===== config.mk =====
export PLATFORM = sky130hd
export DESIGN_NAME = alu_issue_decoder
export DESIGN_NICKNAME = d
export VERILOG_FILES = /design/src/rtl/alu_issue_decoder.sv
export SDC_FILE = /design/constraint.sdc
export NUM_CORES = 1
export LEC_CHECK = 0
export CAP_MARGIN = 30
export CORE_MARGIN = 10
export CORE_UTILIZATION = 42
export DETAILED_ROUTE_END_ITERATION = 10
export PLACE_DENSITY = 0.85
export SLEW_MARGIN = 25
export SYNTH_ARGS = -nofsm -noshare
export SYNTH_HDL_FRONTEND = slang
export SYNTH_SLANG_ARGS = --single-unit

===== constraint.sdc =====
create_clock -name clk -period 4.05 [get_ports clk]
set_clock_uncertainty 0.2 [all_clocks]
set_input_delay 0.81 -clock clk [delete_from_list [all_inputs] [get_ports clk]]
set_output_delay 0.81 -clock clk [all_outputs]
set_load 0.03 [all_outputs]

===== src/rtl/alu_issue_decoder.sv =====
// ALU issue decoder: decodes an RV64I instruction into a 4-bit ALU op and operands,
// registered in a single valid/ready stage feeding the ALU.
// Optional feature macro: ALU_ISSUE_NOR_EN (custom-0 NOR encoding).
module alu_issue_decoder #(
    parameter int unsigned WIDTH = 64,
    parameter int unsigned CNT_W = 8
) (
    input  logic             clk,
    input  logic             rst_n,
    input  logic             in_valid,
    output logic             in_ready,
    input  logic [31:0]      instr,
    input  logic [WIDTH-1:0] rs1_data,
    input  logic [WIDTH-1:0] rs2_data,
    input  logic             flush,
    output logic             out_valid,
    input  logic             out_ready,
    output logic [WIDTH-1:0] alu_a,
    output logic [WIDTH-1:0] alu_b,
    output logic [3:0]       alu_op,
    output logic             illegal,
    output logic [CNT_W-1:0] illegal_cnt
);

    localparam logic [3:0] OpAnd = 4'b0000;
    localparam logic [3:0] OpOr  = 4'b0001;
    localparam logic [3:0] OpAdd = 4'b0010;
    localparam logic [3:0] OpSub = 4'b0110;
`ifdef ALU_ISSUE_NOR_EN
    localparam logic [3:0] OpNor = 4'b1100;
`endif

    logic [6:0]       opcode;
    logic [2:0]       f3;
    logic [6:0]       f7;
    logic [WIDTH-1:0] imm_i;
    logic [WIDTH-1:0] imm_s;
    logic [3:0]       dec_op;
    logic [WIDTH-1:0] dec_b;
    logic             dec_illegal;
    logic             accept;
    logic             unused_rs1_field;

    logic             valid_q;
    logic [WIDTH-1:0] a_q;
    logic [WIDTH-1:0] b_q;
    logic [3:0]       op_q;
    logic             ill_q;
    logic [CNT_W-1:0] cnt_q;

    assign opcode = instr[6:0];
    assign f3     = instr[14:12];
    assign f7     = instr[31:25];
    assign imm_i  = {{(WIDTH-12){instr[31]}}, instr[31:20]};
    assign imm_s  = {{(WIDTH-12){instr[31]}}, instr[31:25], instr[11:7]};
    // rs1 index field is not needed: operand A always comes from rs1_data
    assign unused_rs1_field = ^instr[19:15];

    // Decode op code, operand B and legality; illegal entries fall back to ADD rs1, rs2
    always_comb begin
        dec_op      = OpAdd;
        dec_b       = rs2_data;
        dec_illegal = 1'b0;
        case (opcode)
            7'b0110011: begin
                if (f3 == 3'b000 && f7 == 7'b0000000)      dec_op = OpAdd;
                else if (f3 == 3'b000 && f7 == 7'b0100000) dec_op = OpSub;
                else if (f3 == 3'b111 && f7 == 7'b0000000) dec_op = OpAnd;
                else if (f3 == 3'b110 && f7 == 7'b0000000) dec_op = OpOr;
                else                                       dec_illegal = 1'b1;
            end
            7'b0010011: begin
                case (f3)
                    3'b000: begin dec_op = OpAdd; dec_b = imm_i; end
                    3'b111: begin dec_op = OpAnd; dec_b = imm_i; end
                    3'b110: begin dec_op = OpOr;  dec_b = imm_i; end
                    default: dec_illegal = 1'b1;
                endcase
            end
            7'b0000011: dec_b = imm_i;
            7'b0100011: dec_b = imm_s;
            7'b1100011: begin
                if (f3 == 3'b000 || f3 == 3'b001) dec_op = OpSub;
                else                              dec_illegal = 1'b1;
            end
`ifdef ALU_ISSUE_NOR_EN
            7'b0001011: begin
                if (f3 == 3'b000 && f7 == 7'b0000000) dec_op = OpNor;
                else                                  dec_illegal = 1'b1;
            end
`endif
            default: dec_illegal = 1'b1;
        endcase
    end

    assign in_ready = !valid_q || out_ready;
    assign accept   = in_valid && in_ready;

    // Stage register: flush wins over accept; data holds unless a new entry lands
    always_ff @(posedge clk or negedge rst_n) begin
        if (!rst_n) begin
            valid_q <= 1'b0;
            a_q     <= '0;
            b_q     <= '0;
            op_q    <= OpAdd;
            ill_q   <= 1'b0;
        end else begin
            if (flush)          valid_q <= 1'b0;
            else if (accept)    valid_q <= 1'b1;
            else if (out_ready) valid_q <= 1'b0;
            if (accept && !flush) begin
                a_q   <= rs1_data;
                b_q   <= dec_b;
                op_q  <= dec_op;
                ill_q <= dec_illegal;
            end
        end
    end

    // Saturating count of illegal instructions that actually entered the stage
    always_ff @(posedge clk or negedge rst_n) begin
        if (!rst_n) begin
            cnt_q <= '0;
        end else if (accept && !flush && dec_illegal && cnt_q != {CNT_W{1'b1}}) begin
            cnt_q <= cnt_q + 1'b1;
        end
    end

    assign out_valid   = valid_q;
    assign alu_a       = a_q;
    assign alu_b       = b_q;
    assign alu_op      = op_q;
    assign illegal     = ill_q;
    assign illegal_cnt = cnt_q;

endmodule


Word-level counts from Yosys, hierarchy flattened

Index checks and enable logic that the tools add are counted.
Widths: inputs -> output; s select.

Register bits: 142
Input port bits: 165
Output and inout port bits: 143
Word-level logic and storage cells: 53

Add/subtract/negate cells: 1
Equality and inequality tests: 10
Mux-type cells: 19
Reductions and logical operators: 17

Operators with widths:

| operator            | count |
|---|---|
| $pmux 64 s3         | 1 |
| $mux 64             | 1 |
| $eq 7x6->1 const B  | 3 |
| $mux 1              | 9 |
| $mux 3              | 3 |
| $pmux 3 s3          | 1 |
| $add 8x1->8 const B | 1 |
| $logic_and 1x1->1   | 8 |
| $ne 8x8->1 const B  | 1 |
| $eq 7x2->1 const B  | 1 |
| $eq 7x5->1 const B  | 1 |
| $eq 7x7->1 const B  | 1 |
| $logic_not 7->1     | 1 |
| $eq 3x3->1 const B  | 2 |
| $mux 2              | 2 |
| $pmux 1 s4          | 1 |
| $pmux 2 s2          | 1 |
| $eq 3x1->1 const B  | 1 |
| $logic_not 3->1     | 1 |
| $reduce_bool 3->1   | 1 |
| $reduce_or 3->1     | 1 |
| $logic_not 1->1     | 2 |
| $logic_or 1x1->1    | 2 |
| $reduce_or 2->1     | 1 |

Depth between registers and ports, before layout

Gate-level depths: netlist of the first run.

Word-level depth: 9
Gate-level depth with buffers: 7

Worst setup path after synthesis of the first run

Ideal clock, no wire load.

Path kind: input -> register
Start point: input port instr[27]
End point: register cnt_q[1], in the netlist illegal_cnt[1]
Library setup time: 125 ps
Data arrival time: 2243 ps
Path slack: 1482 ps
Stages: 6
Path buffers: 0
Cells stage by stage: or4_4 -> nor3_4 -> a21oi_2 -> nor3_4 -> nor2_2 -> mux2_4

Word-level cells in the longest chain between the ends: 9
Elaborated cells between the ends (all ways): 13
Those cells by class: 1 x eq/ne; 5 x mux; 7 x reduce/logical

RTL lines:

| element                            | RTL line   | text |
|---|---|---|
| start, declared                    | 12         | `input logic [31:0] instr,` |
| $logic_not 7->1                    | 66, 68, 69 |  |
| $logic_and 1x1->1                  | 69         | `else if (f3 == 3'b110 && f7 == 7'b0000000) dec_op = OpOr;` |
| $mux 1                             | 69         |  |
| $mux 1                             | 68         | `else if (f3 == 3'b111 && f7 == 7'b0000000) dec_op = OpAnd;` |
| $mux 1                             | 67         | `else if (f3 == 3'b000 && f7 == 7'b0100000) dec_op = OpSub;` |
| $mux 1 (*)                         | 66         | `if (f3 == 3'b000 && f7 == 7'b0000000) dec_op = OpAdd;` |
| $pmux 1 s4 (*)                     | 64         | `case (opcode)` |
| $logic_and 1x1->1 (*) (2 in a row) | 124        | `end else if (accept && !flush && dec_illegal && cnt_q != {CNT_W{1'b1}}) begin` |
| end signal, assigned               | 125        | `cnt_q <= cnt_q + 1'b1;` |
| end, declared                      | 49         | `logic [CNT_W-1:0] cnt_q;` |

Mark *: on every way between the ends. The rest lies on a longest branch, timed or not.
A chain may end at the register's enable or synchronous reset.

Worst setup path after layout of the first run

Start point: input port out_ready
End point: output port in_ready

Word-level cells in the longest chain between the ends: 1

RTL lines:

| element          | RTL line | text |
|---|---|---|
| start, declared  | 17       | `input logic out_ready,` |
| $logic_or 1x1->1 | 96       | `assign in_ready = !valid_q \|\| out_ready;` |
| end, declared    | 11       | `output logic in_ready,` |

Every way passes these cells.

==> metrics.txt, run 1 <==
aggregate negative setup slack 0 ps; TritonCTS clock tree built; required time at the endpoint of the critical path 3040 ps; per-instance average area after synthesis 9.039 um^2; number of port buffers 301; Slew HR 54.95%; combinational family with the most area after synthesis simple AND/OR/NAND/NOR gates; Power Density 513.2 nW/um^2; routed vias 5461; outcome completed; Post-DRT Antenna Nets 0; top cells by area in the synthesized netlist dfrtp_1 (61%), nand2_1 (17%), a21oi_1 (5.6%); count of endpoints failing hold in the final timing report 0; number of levels in the clock H-tree 4; Layout area overhead 67.36%; layout cell share with drive strength beyond 1 5.437%; Synth Net Count 800; yosys warns 0; unrepaired setup endpoints after global routing no; Worst-Skew Late Latency 410 ps; pin slew with the least headroom to its limit 675.8 ps; Yosys reg bits 141; Yosys top cell by area dfrtp_1; count of filler cells inserted in the layout 1013; number of gates given a new drive strength after cts 0; critical path arrival 2120 ps; remaining design rule violation count 0; leakage 4.445 nW; post-CTS setup-driven buffer insertion count 0; fraction of post-synthesis cell area in the top cell type by area 61.14%; starting density of the core 43.10%; final critical-path setup slack 922.8 ps; crit path capture type output pin; path depth of the worst reg2reg path 6; maximum number of pins on one net before global-route repair 138; routability cong. 0.8167; number of flops mapped to enable cells by yosys 0; CTS sink count 141; highest clock frequency the design can meet 0.3198 GHz; Slew Viols, Final 0; simple-gate portion of the synthesized area 25.09%; violation count after the first detailed-routing iteration 307; via count of the first global-routing pass 5659; crit path kind in -> out; initial antenna violation count 0; worst setup slack after placement 653.7 ps; area of the die 18720 um^2; Min Hold Slack 183.6 ps; fin crit share 77.22%; Die Wd 136.8 um; post-synthesis instance total 634; Clk Tree Root Cell clkbuf_16; number of detailed-routing iterations run before antenna repair 4; number of placed I/O pins 308; most common cell in the synthesized netlist nand2_1; top fanout value on the critical path 3; wire length per cell after detailed routing 18.42 um; startpoint type of the worst setup path input pin; total routed wirelength 20520 um; Mapped Area 5730 um^2; total of max-cap violations 0; worst ir drop on vdd 314.9 uV; synth cell count leaders nand2_1 (260), dfrtp_1 (140), nor2_1 (69); combined global-route utilization of all metal layers 21.43%; global route overflow 0; mux cell area share after synthesis 1.485%; Netlist cell types 39; total number of placement rows 42; adder-cell share of the synthesized area 0.2183%; final HPWL from detailed placement 14930 um; Setup violations, final 0; Post-layout nets 1092; complex-gate fraction of the synthesized area 8.057%; XOR/XNOR Fraction of Synth Area 0.9170%; post-synthesis async set-or-reset flop share 100.0%; portion of the post-synthesis area used by sequential elements 61.59%; ys flop type dfrtp_1; largest buffer count on any clock path 2; diodes inserted 0; total core area 13300 um^2; clock transition time at the flip-flop clock pins of the worst setup and hold paths 60 ps; number of buffers added by the clock tree synthesis step 17; path category of the worst min-delay check in -> async; wire length of the first global-routing pass 30980 um; Period minus WS final 3127 ps; detail-routed via count per cell 4.902; floorplan die height 136.8 um; hold buffer count at cts 0
## flip-flops by register name, summed over array words and instances, names as in the netlist
signal and count:
alu_b 64, illegal 1, alu_op 3, illegal_cnt 8
alu_a 64, out_valid 1
## report_power, final
part / internal (mW) / leakage, nW / total [mW] / switching [mW]
Combinational: 0.632 / 2.47 / 1.46 / 0.826
Clock: 1.12 / 0.311 / 1.69 / 0.576
Sequential: 1.63 / 1.66 / 1.77 / 0.141
## routing by layer
metal / vias up / GRT usage (%) / wire [um]
li1: 2611 / - / -
met1: 2578 / 22.69 / 7368
met2: 237 / 36.92 / 10360
met3: 35 / 9.861 / 2332
met4: 0 / 7.436 / 453
met5: - / 0 / 0
## critical path, stage by stage
cell	delay [ps]
clkdlybuf4s50_1	400
nor2b_1	210
inv_1	90
clkdlybuf4s50_1	610
## metrics by stage
stage | util, % | std cells | area, um^2 | total power [mW]
after floorplan | - | 634 | 5731 | 2.489
after global placement | 67.28 | 1083 | 8945 | 3.226
after detailed placement | 67.28 | 1083 | 8945 | 3.260
after CTS | 72.13 | 1114 | 9590 | 4.966
after global routing | 72.13 | 1114 | 9590 | 5.130
final | 72.13 | 1114 | 9590 | 4.922
## cells in the final DEF (no fill, tap or decap), drive strengths merged, types with 2 or more instances in the layout
master and count:
nor3b 2, nor4b 3, dfrtp 140, and3 4
mux2i 7, clkinvlp 3, inv 2, o21ai 4
a21oi 65, a221oi 5, bufinv 5, clkbuf 19
nand3 5, nand3b 2, clkinv 4, buf 9
nor4 2, nor3 5, nand2 260, nor2 70
xor2 6, clkdlybuf4s50 300
## path summary, 6_finish.rpt
path | startpoint | end | slack (ps)
max | out_ready | in_ready | 920
min | rst_n | alu_a[33] | 180
max reg2reg | out_valid | illegal_cnt[6] | 1850
min reg2reg | alu_a[23] | alu_a[23] | 270
max in group asynchronous | rst_n | alu_op[1] | 2620
min in group clk | alu_a[23] | alu_a[23] | 270
## area by class of cell
type | count | area (um^2) | area share [%]
Clock inverter | 12 | 192.7 | 2.009
Timing Repair Buffer | 309 | 3112 | 32.45
Inverter | 2 | 7.507 | 0.07828
Multi-Input combinational cell | 455 | 2076 | 21.64
Tap cell | 176 | 220.2 | 2.296
Sequential cell | 141 | 3530 | 36.80
Clock buffer | 19 | 452.9 | 4.723
## cell families (layout without fill, tap and decap cells)
logic type / after synthesis / in the layout
and+or+nand+nor: 357 / 357
DFF: 141 / 141
AOI/OAI and AO/OA: 82 / 82
buffers and inverters: 38 / 342
muxes: 8 / 8
xor gates and xnor gates: 6 / 6
adders and majority gates: 1 / 1
other: 1 / 1
No activity file was read; power rests on OpenSTA's default activity.
==> run 2: changes to the inputs <==
--- a/config.mk
+++ b/config.mk
@@ -7,9 +7,9 @@
 export LEC_CHECK = 0
 export CAP_MARGIN = 30
 export CORE_MARGIN = 10
-export CORE_UTILIZATION = 42
+export CORE_UTILIZATION = 39
 export DETAILED_ROUTE_END_ITERATION = 10
-export PLACE_DENSITY = 0.85
+export PLACE_DENSITY = 0.8
 export SLEW_MARGIN = 25
 export SYNTH_ARGS = -nofsm -noshare
 export SYNTH_HDL_FRONTEND = slang
==> constraint.sdc (replaced) <==
create_clock -name clk -period 3.07 [get_ports clk]
set_clock_uncertainty 0.2 [all_clocks]
set_input_delay 0.614 -clock clk [delete_from_list [all_inputs] [get_ports clk]]
set_output_delay 0.614 -clock clk [all_outputs]
set_load 0.03 [all_outputs]
==> run 2 against run 1 <==
Effect of this change: sequential power up 32%; critical path type unchanged; critical endpoint unchanged; combinational power is 32% higher; sequential share of layout area is 0.14 points lower; global-route usage shrank 1.4 points; total power is 29% higher; highest routed layer unchanged; first-iteration DRC count down 17%.
==> metrics.txt, run 2 (synthesis gave the netlist of run 1 again) <==
share of total power in sequential cells 36.8%; via count of the first global-routing pass 5649; CP most frequent cell clkdlybuf4s50_1; initial antenna violation count 0; leading cell types in the layout, fill and taps excluded clkdlybuf4s50_1 (300), nand2_1 (259), dfrtp_1 (140), nor2_1 (69), a21oi_1 (64); floorplan die height 141.2 um; total core area 14480 um^2; largest buffer count on any clock path 2; diodes inserted 0; total of max-cap violations 0; Combinational Power Share 30.4%; slowest cell on the critical path clkdlybuf4s50_1; detail-routed via count per cell 4.835; launch point of the critical path out_ready; P_int 4.269 mW; Clock Power Share 32.8%; wire length per cell after detailed routing 18.16 um; Die Wd 141.2 um; WP buf/inv 3; worst reg2reg startpoint out_valid; highest clock frequency the design can meet 0.3623 GHz; final HPWL from detailed placement 15420 um; count of filler cells inserted in the layout 1167; path category of the worst min-delay check reg -> reg; TritonCTS clock tree built; CP peak stage delay 610 ps; total routed wirelength 20540 um; total number of placement rows 44; worst ir drop on vdd 376.3 uV; Layout area overhead 67.99%; switching share of power 32.59%; Slew Viols, Final 0; wire length of the first global-routing pass 31510 um; final critical-path setup slack 310.2 ps; number of port buffers 301; remaining design rule violation count 0; crit path kind in -> out; routed vias 5468; pin slew with the least headroom to its limit 605.0 ps; outcome completed; combined global-route utilization of all metal layers 20.05%; Period minus WS final 2760 ps; count of endpoints failing hold in the final timing report 0; Post-layout nets 1100; Post-DRT Antenna Nets 0; violation count after the first detailed-routing iteration 255; top fanout value on the critical path 3; maximum number of pins on one net before global-route repair 75; Setup violations, final 0; startpoint type of the worst setup path input pin; switching power of the nets 2.064 mW; start point of the worst min-delay path alu_a[42]; worst setup slack after placement 140.6 ps; area of the die 19940 um^2; unrepaired setup endpoints after global routing no; Worst-Skew Late Latency 410 ps; aggregate negative setup slack 0 ps; leakage 4.463 nW; critical path arrival 1950 ps; post-CTS setup-driven buffer insertion count 0; layout cell share with drive strength beyond 1 6.125%; number of gates given a new drive strength after cts 0; top cell family by delay on the critical path buffers and inverters; flip-flop and latch area 3530 um^2; number of placed I/O pins 308; routability cong. 0.8011; Power Density 657.8 nW/um^2; Slew HR 59.67%; Clk Tree Root Cell clkbuf_16; CTS sink count 141; global route overflow 0; commonest non-fill, non-tap cell in the layout clkdlybuf4s50_1; total area of multi-input combinational cells 2076 um^2; clock transition time at the flip-flop clock pins of the worst setup and hold paths 50 ps; number of buffers added by the clock tree synthesis step 17; hold buffer count at cts 1; Min Hold Slack 269.8 ps; starting density of the core 39.58%; cells along the critical path clkdlybuf4s50_1 -> nor2b_1 -> inv_1 -> clkdlybuf4s50_1; crit path capture type output pin; number of detailed-routing iterations run before antenna repair 6; fin crit share 89.90%; number of levels in the clock H-tree 4; required time at the endpoint of the critical path 2260 ps
-- run 2: cell types whose count changed in the layout (fill, tap and decap cells not counted) --
cell	delta
buf_4	+6
dlygate4sd3_1	+1
clkbuf_1	+1
inv_6	+2
buf_12	+1
clkbuf_8	-2
clkinv_4	+2
bufinv_16	-2
-- run 2: metal layers --
layer	track usage (%)	part of all wire [%]
met5	0	0
met4	6.957	2.3
met3	9.271	11
met2	33.44	50
met1	21.96	37
-- run 2: power groups by stage --
stage	combinational [mW]	sequential, mW	clock, mW
floorplan	0.352	2.93	0
global placement	1.92	2.34	0
detailed placement	1.94	2.36	0
CTS	1.95	2.33	2.12
global route	2.05	2.37	2.20
finish	1.93	2.33	2.08
-- run 2: tightest hold or removal path: stages, from the launching register on --
cell and delay, ps:
dfrtp_1 340, nand2_1 50, nand2_1 50
-- run 2: final cells by class --
type	instances	area share [%]
multi-input cells	455	21.56
inverters	2	0.07798
well taps	184	2.391
clock buffers	18	4.458
flip-flops and latches	141	36.66
clock inverters	14	1.742
repair buffers	317	33.10
-- run 2: worst paths after layout --
| check | end | slack [ps] | depth (start not counted) |
|---|---|---|---|
| worst max-delay path | in_ready | 310 | 4 |
| worst min-delay path | alu_a[42] | 270 | 2 |
| worst max register to register | illegal_cnt[3] | 980 | 5 |
| worst min register to register | alu_a[42] | 270 | 2 |
| max in group asynchronous | illegal_cnt[6] | 1400 | 3 |
| min in group asynchronous | alu_a[34] | 480 | 2 |
-- run 2: through the flow --
stage / utilization, % / area (um^2) / std cells / total power, mW
floorplan: - / 5731 / 634 / 3.284
global placement: 62.30 / 9020 / 1098 / 4.263
detailed placement: 62.30 / 9020 / 1098 / 4.305
CTS: 66.49 / 9627 / 1131 / 6.400
global route: 66.49 / 9627 / 1131 / 6.618
finish: 66.49 / 9627 / 1131 / 6.333
